<file path="src/rtl/fxp_sqrt_iter.sv">
`default_nettype none
// ============================================================================
// Module      : fxp_sqrt_iter
// Description : Multi-cycle fixed-point square root with valid/ready handshakes.
//               It resolves BPC root bits per clock on one shared
//               digit-by-digit datapath.
// Revision    : 1.0 - initial release
// ============================================================================
module fxp_sqrt_iter #(
    parameter int WII   = 10,
    parameter int WIF   = 10,
    parameter int WOI   = 6,
    parameter int WOF   = 12,
    parameter int ROUND = 1,
    parameter int BPC   = 1
) (
    input  logic                 clk,
    input  logic                 rstn,
    input  logic                 in_valid,
    output logic                 in_ready,
    input  logic [WII+WIF-1:0]   in,
    output logic                 out_valid,
    input  logic                 out_ready,
    output logic [WOI+WOF-1:0]   out,
    output logic                 overflow,
    output logic                 busy
);

    localparam int WI   = WII + WIF;
    localparam int WO   = WOI + WOF;
    localparam int FB   = WOF + ROUND;
    localparam int NR   = WII / 2 + FB;
    localparam int ITER = (NR + BPC - 1) / BPC;
    localparam int NS   = ITER * BPC;
    localparam int RW   = 2 * NR;
    localparam int SW   = 2 * NS;
    localparam int RMW  = NR + 2;
    localparam int AW   = RMW + 2;
    localparam int NR1  = NR + 1;
    localparam int SHL  = 2 * FB - WIF;
    localparam int CNTW = $clog2(ITER + 1);
    localparam int CMPW = ((NR + 1) > WO) ? (NR + 2) : (WO + 1);

    localparam logic [CMPW-1:0] C_MAX = CMPW'({(WO-1){1'b1}});
    localparam logic [WO-1:0]   C_SAT = {1'b0, {(WO-1){1'b1}}};

    localparam logic [1:0] S_IDLE = 2'd0;
    localparam logic [1:0] S_CALC = 2'd1;
    localparam logic [1:0] S_DONE = 2'd2;

    logic [1:0]      r_state;
    logic [1:0]      w_state_nx;
    logic [SW-1:0]   r_rad;
    logic [SW-1:0]   w_rad_nx;
    logic [RMW-1:0]  r_rem;
    logic [RMW-1:0]  w_rem_nx;
    logic [NR-1:0]   r_root;
    logic [NR-1:0]   w_root_nx;
    logic [CNTW-1:0] r_cnt;
    logic            r_neg;
    logic [WO-1:0]   r_out;
    logic            r_ovf;

    logic            w_accept;
    logic            w_last;
    logic [WI-2:0]   w_mag;
    logic [RW-1:0]   w_rad_init;
    logic [AW-1:0]   w_acc;
    logic [AW-1:0]   w_trial;
    logic [NR:0]     w_rnd;
    logic [CMPW-1:0] w_rnd_ext;
    logic            w_sat;
    logic [WO-1:0]   w_res;
    logic            w_res_ovf;

    assign w_mag = in[WI-2:0];

    // Align the radicand so it carries exactly 2*(WOF+ROUND) fractional bits.
    generate
        if (SHL >= 0) begin : g_shl
            assign w_rad_init = RW'(w_mag) << SHL;
        end else begin : g_shr
            localparam int SHR = -SHL;
            logic [WI-2:0] w_mag_sh;
            assign w_mag_sh   = w_mag >> SHR;
            assign w_rad_init = RW'(w_mag_sh);
        end
    endgenerate

    // ------------------------------------------------------------------------
    // FSM
    // ------------------------------------------------------------------------
    always_ff @(posedge clk) begin
        if (!rstn) begin
            r_state <= S_IDLE;
        end else begin
            r_state <= w_state_nx;
        end
    end

    always_comb begin
        w_state_nx = r_state;
        case (r_state)
            S_IDLE:  if (in_valid)  w_state_nx = S_CALC;
            S_CALC:  if (w_last)    w_state_nx = S_DONE;
            S_DONE:  if (out_ready) w_state_nx = S_IDLE;
            default: w_state_nx = S_IDLE;
        endcase
    end

    always_comb begin
        in_ready  = 1'b0;
        busy      = 1'b0;
        out_valid = 1'b0;
        case (r_state)
            S_IDLE:  in_ready  = rstn;
            S_CALC:  busy      = 1'b1;
            S_DONE:  out_valid = 1'b1;
            default: ;
        endcase
    end

    assign w_accept = (r_state == S_IDLE) && in_valid;
    assign w_last   = (r_state == S_CALC) && (r_cnt == CNTW'(ITER - 1));

    // ------------------------------------------------------------------------
    // Digit-by-digit step, unrolled BPC times. The radicand is zero-padded at
    // the top so that when NR is not a multiple of BPC, the spare leading
    // steps only produce zero root bits.
    // ------------------------------------------------------------------------
    always_comb begin
        w_rad_nx  = r_rad;
        w_rem_nx  = r_rem;
        w_root_nx = r_root;
        w_acc     = '0;
        w_trial   = '0;
        for (int k = 0; k < BPC; k++) begin
            w_acc   = {w_rem_nx, w_rad_nx[SW-1 -: 2]};
            w_trial = AW'({w_root_nx, 2'b01});
            if (w_acc >= w_trial) begin
                w_rem_nx  = RMW'(w_acc - w_trial);
                w_root_nx = {w_root_nx[NR-2:0], 1'b1};
            end else begin
                w_rem_nx  = w_acc[RMW-1:0];
                w_root_nx = {w_root_nx[NR-2:0], 1'b0};
            end
            w_rad_nx = w_rad_nx << 2;
        end
    end

    // Rounding can carry into bit NR, so the comparison runs one bit wider.
    assign w_rnd     = ({1'b0, w_root_nx} + NR1'(ROUND)) >> ROUND;
    assign w_rnd_ext = CMPW'(w_rnd);
    assign w_sat     = (w_rnd_ext > C_MAX);

    always_comb begin
        w_res     = WO'(w_rnd_ext);
        w_res_ovf = 1'b0;
        if (r_neg) begin
            w_res     = '0;
            w_res_ovf = 1'b1;
        end else if (w_sat) begin
            w_res     = C_SAT;
            w_res_ovf = 1'b1;
        end
    end

    // ------------------------------------------------------------------------
    // Datapath registers. Negative inputs still run the full iteration count.
    // ------------------------------------------------------------------------
    always_ff @(posedge clk) begin
        if (!rstn) begin
            r_rad  <= '0;
            r_rem  <= '0;
            r_root <= '0;
            r_cnt  <= '0;
            r_neg  <= 1'b0;
            r_out  <= '0;
            r_ovf  <= 1'b0;
        end else if (w_accept) begin
            r_rad  <= in[WI-1] ? '0 : SW'(w_rad_init);
            r_rem  <= '0;
            r_root <= '0;
            r_cnt  <= '0;
            r_neg  <= in[WI-1];
        end else if (r_state == S_CALC) begin
            r_rad  <= w_rad_nx;
            r_rem  <= w_rem_nx;
            r_root <= w_root_nx;
            r_cnt  <= r_cnt + CNTW'(1);
            if (w_last) begin
                r_out <= w_res;
                r_ovf <= w_res_ovf;
            end
        end
    end

    assign out      = r_out;
    assign overflow = r_ovf;

endmodule
`default_nettype wire

</file>
<file path="config.mk">
export PLATFORM = sky130hd
export DESIGN_NAME = fxp_sqrt_iter
export DESIGN_NICKNAME = d
export VERILOG_FILES = /design/src/rtl/fxp_sqrt_iter.sv
export SDC_FILE = /design/constraint.sdc
export NUM_CORES = 1
export LEC_CHECK = 0
export ABC_AREA = 0
export BUFFER_PORTS_ARGS = -buffer_cell sky130_fd_sc_hd__buf_4
export CORE_ASPECT_RATIO = 1.1
export CORE_MARGIN = 10
export CORE_UTILIZATION = 55
export DETAILED_ROUTE_END_ITERATION = 7
export PLACE_DENSITY = 0.77
export SYNTH_ARGS = -nofsm -noshare
export SYNTH_HDL_FRONTEND = slang
export SYNTH_SLANG_ARGS = --single-unit
</file>
<file path="constraint.sdc">
create_clock -name clk -period 7.4 [get_ports clk]
set_input_delay 0.37 -clock clk [delete_from_list [all_inputs] [get_ports clk]]
set_output_delay 0.37 -clock clk [all_outputs]
set_load 0.005 [all_outputs]
</file>
# After elaboration in Yosys (flattened, before gate mapping)

Cells that the tools add are included.

Logic and storage cells: 44
Bits of input ports: 24
Flip-flop bits (word level): 101
Output and inout port bits: 22

Order comparisons: 2
Multiplexer cells: 16
Add/subtract/negate cells: 3
Reduce and logical (&&, ||, !) cells: 7
Equal/unequal tests: 6
Bitwise gates (word level): 2

Operator list:

| kind                                                 | number |
|---|---|
| 2-to-1 mux 36 bit                                    | 2 |
| 2-to-1 mux 18 bit                                    | 2 |
| 2-to-1 mux 35 bit                                    | 1 |
| greater-or-equal comparator 22 x 20 -> 1 bit         | 1 |
| 2-to-1 mux 20 bit                                    | 1 |
| subtractor 20 bit                                    | 1 |
| adder 18 x 1 -> 19 bit, second input constant        | 1 |
| > comparator 18 x 17 -> 1 bit, second input constant | 1 |
| 2-to-1 mux 1 bit                                     | 6 |
| 2-to-1 mux 2 bit                                     | 3 |
| != test 2 bit, second input constant                 | 3 |
| case mux 2 bit (3 select lines)                      | 1 |
| AND reduction 3 bit                                  | 2 |
| adder 5 x 1 -> 5 bit, second input constant          | 1 |
| equality test 5 bit, second input constant           | 1 |
| equality test 2 x 1 -> 1 bit, second input constant  | 1 |
| equality test 2 bit, second input constant           | 1 |
| logical AND 1 bit                                    | 2 |
| logical NOT 2 bit                                    | 1 |
| NOT 1 bit                                            | 2 |
| nonzero test 2 bit                                   | 1 |
| OR reduction 2 bit                                   | 1 |

# Depth between registers and ports, before layout

Depth in word-level cells: 6
Depth in mapped cells: 17
Depth with buffers taken out: 16

# Worst setup path after synthesis

No wires, ideal clock.

Path kind: register to register
Start: register r_root[1]
End: register r_out[11], in the netlist out[11]
Slack: 3.605 ns
Library setup time: 0.065 ns
Stages on the path, launching flop included: 18
Buffers on the path: 2
Clock period less this slack: 3.795 ns
Arrival: 3.730 ns
Data required time: 7.335 ns
Cell sequence: dfxtp_1 > inv_1 > ha_1 > nand3_1 > o21bai_4 > a2111o_1 > a31oi_4 > nor2_4 > inv_4 > buf_4 > ha_1 > and4_1 > nand2_1 > or4_1 > clkbuf_1 > a211oi_1 > a21oi_1 > nor2_1

Word-level cells in the longest chain between the ends: 6

Ends and longest elaborated chain:

| element                                          | line | RTL |
|---|---|---|
| from (decl)                                      | 57   | `logic [NR-1:0] r_root;` |
| from (signal assigned)                           | 189  | `r_root <= w_root_nx;` |
| greater-or-equal comparator 22 x 20 -> 1 bit (*) | 140  | `if (w_acc >= w_trial) begin` |
| 2-to-1 mux 1 bit (*)                             | 140  |  |
| named net w_root_nx[0]                           | 58   | `logic [NR-1:0] w_root_nx;` |
| adder 18 x 1 -> 19 bit (*)                       | 152  | `assign w_rnd = ({1'b0, w_root_nx} + NR1'(ROUND)) >> ROUND;` |
| > comparator 18 x 17 -> 1 bit                    | 154  | `assign w_sat = (w_rnd_ext > C_MAX);` |
| 2-to-1 mux 18 bit (*)                            | 162  | `end else if (w_sat) begin` |
| 2-to-1 mux 18 bit (*)                            | 159  | `if (r_neg) begin` |
| to (signal assigned)                             | 192  | `r_out <= w_res;` |
| to (decl)                                        | 61   | `logic [WO-1:0] r_out;` |

Mark *: on every way through the listed nets, which the timed path passes. The rest lies on a longest branch.
A chain may end at the register's enable or synchronous reset.

# Final worst setup path

Start: register r_root[1]
End: register r_out[3], in the netlist out[3]

Word-level cells in the longest chain between the ends: 6

Ends and longest elaborated chain:

| element                                      | line |
|---|---|
| greater-or-equal comparator 22 x 20 -> 1 bit | 140 |
| 2-to-1 mux 1 bit                             | 140 |
| adder 18 x 1 -> 19 bit (*)                   | 152 |
| > comparator 18 x 17 -> 1 bit                | 154 |
| 2-to-1 mux 18 bit (*)                        | 162 |
| 2-to-1 mux 18 bit (*)                        | 159 |

Every way passes the cells marked *; elsewhere a longest branch is shown, timed or not.

==> key figures <==
Outcome
  • Outcome: finished, final reports clean

Layout
  • Most common cell after layout, fill and taps aside: dfxtp_1
  • Share of cells above drive strength 1: about an eighth
  • Non-Filler Cell Area, Final: about 5300 um2
  • NumNets Final: ~660
  • Final Util: between 60 and 70%
  • Most frequent cells in the layout: dfxtp_1, a21oi_1, nand2_1
  • ANT cells: 0
  • Area Overhead vs Synth: 13.5%

Global route
  • Number of global-route vias before repair: 4153
  • Grt total ovfl: 0
  • Largest net degree at the start of global routing: 73
  • Total track usage: 18.9%
  • Initial antenna violation count: 0
  • Global-route wire length before repair: 19600 um

Clock network
  • Cts hold-fix bufs: 0
  • TritonCTS Sinks: 85
  • Postcts setup bufs: 0
  • Root buf cell: clkbuf_8
  • Number of CTS-inserted buffers: 9
  • H-tree depth: 3
  • CTS tree: yes
  • Clock Tree Buf Depth: 2
  • CTS clk-pin slew, worst paths: roughly 0.090 ns
  • Clock latency on the worst-skew pair: ~0.36 ns
  • Post-CTS Resized: 0

Floorplan
  • Initial core utilization: a little under three fifths
  • Row count: 35
  • Die W: about 110 um
  • Die Ht: ~120 um
  • Die Area: between 10000 and 15000 um2
  • Placeable core area: about 8300 um2
  • IO Pins: 46

Route
  • Final Routed Wirelength: approximately 12000 um
  • Routed vias/inst: between 6 and 7
  • Remaining antenna violation count after routing: 0
  • First DRT Iteration DRCs: 510
  • DR DRC count: 0
  • Wire per inst: ~16 um
  • DR vias: 4414
  • Drt first pass iters: 7

Setup path
  • Crit path launch type: register
  • Critical path class: reg2reg
  • WP buf/inv: 2
  • Critical Path RT: ~7.7 ns
  • CP endpoint kind: register
  • CP max stage delay: approximately 0.75 ns
  • Max stage delay cell, worst path: nor4_2
  • Critical path's top delay family: simple AND/OR/NAND/NOR gates
  • Max Fanout on Critical Path: 17
  • Arr. time, crit path: roughly 4.7 ns
  • CP cell instances: inv_1, ha_1, nand3_1, o21bai_4, a2111o_1, a31oi_4, nor2_4, inv_4, ha_1, and4_1, nand2_1, nor4_2, nor2_1, nor3_1, a21oi_1, nor2_1

STA
  • RSZ-0062 raised after global routing: false
  • Least-Margin Pin Slew: 1.21 ns
  • Hold WS: ~0.24 ns
  • Minimum clock period: 4.43 ns
  • Setup TNS: 0 ns
  • Fin. Hold Viols: 0
  • Slew HR: 19.1%
  • Clock Skews: ~0.010 ns
  • # setup viols final: 0
  • Final Cycle Share: 59.9%
  • F_max: 226 MHz
  • Max Slew Vio Count: 0

Placement
  • DP HPWL: 8540 um
  • Gpl congestion: slightly below 0.9
  • Number of port buffers: 45
  • Placed Area: around 5000 um2

Pwr
  • PwrDens: 236 nW/um2
  • Worst VDD drop: 0.108 mV
  • Power Total: approximately 1.2 mW
  • Leakage: ~2 nW

Yosys
  • Ys flop type: dfxtp_1
  • FFs w/ async S/R, synth: 0%
  • Post-synth EDFFs: 0
  • Seq/Total Area, Yosys: a little under two fifths
  • Syn_area_per_cell: roughly 8 um2
  • Cell count after synthesis: around 580
  • Synthesis-stage register bit count: 85
  • Synth cell types: 57
  • Syn. warnings: 0
  • Net Count, Synth: around 620
  • Post-Syn Area: roughly 4600 um2

Run
  • Total of max-cap violations: 0

Hold path
  • Worst Hold Class: in2reg
layer usage:
metal  routed length, um  track usage [%]  up-vias
met4                 198             6.42        0
met5                   0                0        -
met1                5330             24.3     2113
met2                5540             30.6      129
met3                 681             4.03       19
li1                    -                -     2153
tightest hold or removal path, delay by kind of cell:
family	cells	cell delay (ns)
buf+inv	1	0.07
simple gates	1	0.07
compound gates	1	0.05
through the flow:
step,std cells,setup WS [ns]
floorplan,577,3.61
global placement,709,3.21
detailed placement,709,3.04
CTS,725,3.02
global route,725,2.58
finish,725,2.97
Yosys cell counts, types with 2 or more instances:
master / number / area, um2
ha_1: 23 / 288
o211ai_1: 4 / 30.0
nand2_1: 66 / 248
a211oi_1: 14 / 105
xor2_1: 10 / 87.6
o21bai_1: 3 / 22.5
nor3_1: 12 / 60.1
clkbuf_1: 29 / 109
a21o_1: 3 / 22.5
a21oi_1: 72 / 360
nand2b_1: 3 / 18.8
a31oi_1: 6 / 37.5
o21ai_1: 5 / 25.0
inv_1: 28 / 105
or3_1: 2 / 12.5
and3_1: 5 / 31.3
nand4b_1: 2 / 17.5
nor4_1: 3 / 18.8
mux2i_1: 11 / 110
a222oi_1: 17 / 170
o21a_1: 3 / 22.5
nand4_1: 9 / 56.3
nand3_1: 10 / 50.1
xnor2_1: 21 / 184
nor2b_1: 5 / 31.3
a22oi_1: 4 / 30.0
o2111ai_1: 3 / 26.3
o31ai_1: 2 / 15.0
nor2_1: 61 / 229
dfxtp_1: 85 / 1700
o21ai_0: 30 / 150
registers in the layout, indices dropped and copies added, names as in the netlist:
name	flops
overflow	1
r_state	2
r_cnt	5
out	18
r_rem	20
r_rad	20
r_root	18
r_neg	1
where the power goes:
group          switching, mW  leakage (nW)  internal [mW]
clock                  0.181         0.112          0.179
combinational          0.234          1.21          0.154
sequential            0.0176         0.690          0.476
total                  0.432          2.01          0.809
worst paths after layout:
kind | startpoint | endpoint | slack (ns) | cells past startpoint
worst min register to register | r_rem[18] | r_rem[18] | 0.45 | 2
worst max-delay path | r_root[1] | out[3] | 2.97 | 16
worst max register to register | r_root[1] | out[3] | 2.97 | 16
worst min-delay path | in[1] | r_rad[17] | 0.24 | 3
logic make-up (layout without fill, tap and decap cells):
family	count (synthesis)	after routing	share of synthesized area, %
simple gates	186	186	18.2
xor+xnor	31	31	5.87
mux	12	12	2.62
fa+ha+maj	23	23	6.22
buf+inv	59	96	4.92
compound gates	181	181	25.4
flops	85	85	36.8
cell type report:
cell class	instances	area, um2
Clock buffer	11	151
Sequential cell	85	1700
Timing Repair Buffer	51	383
Multi-Input combinational cell	433	2700
Tap cell	111	139
Inverter	29	111
Clock inverter	5	67.6
Fill cell	704	3030
(Power assumes the default switching activity.)
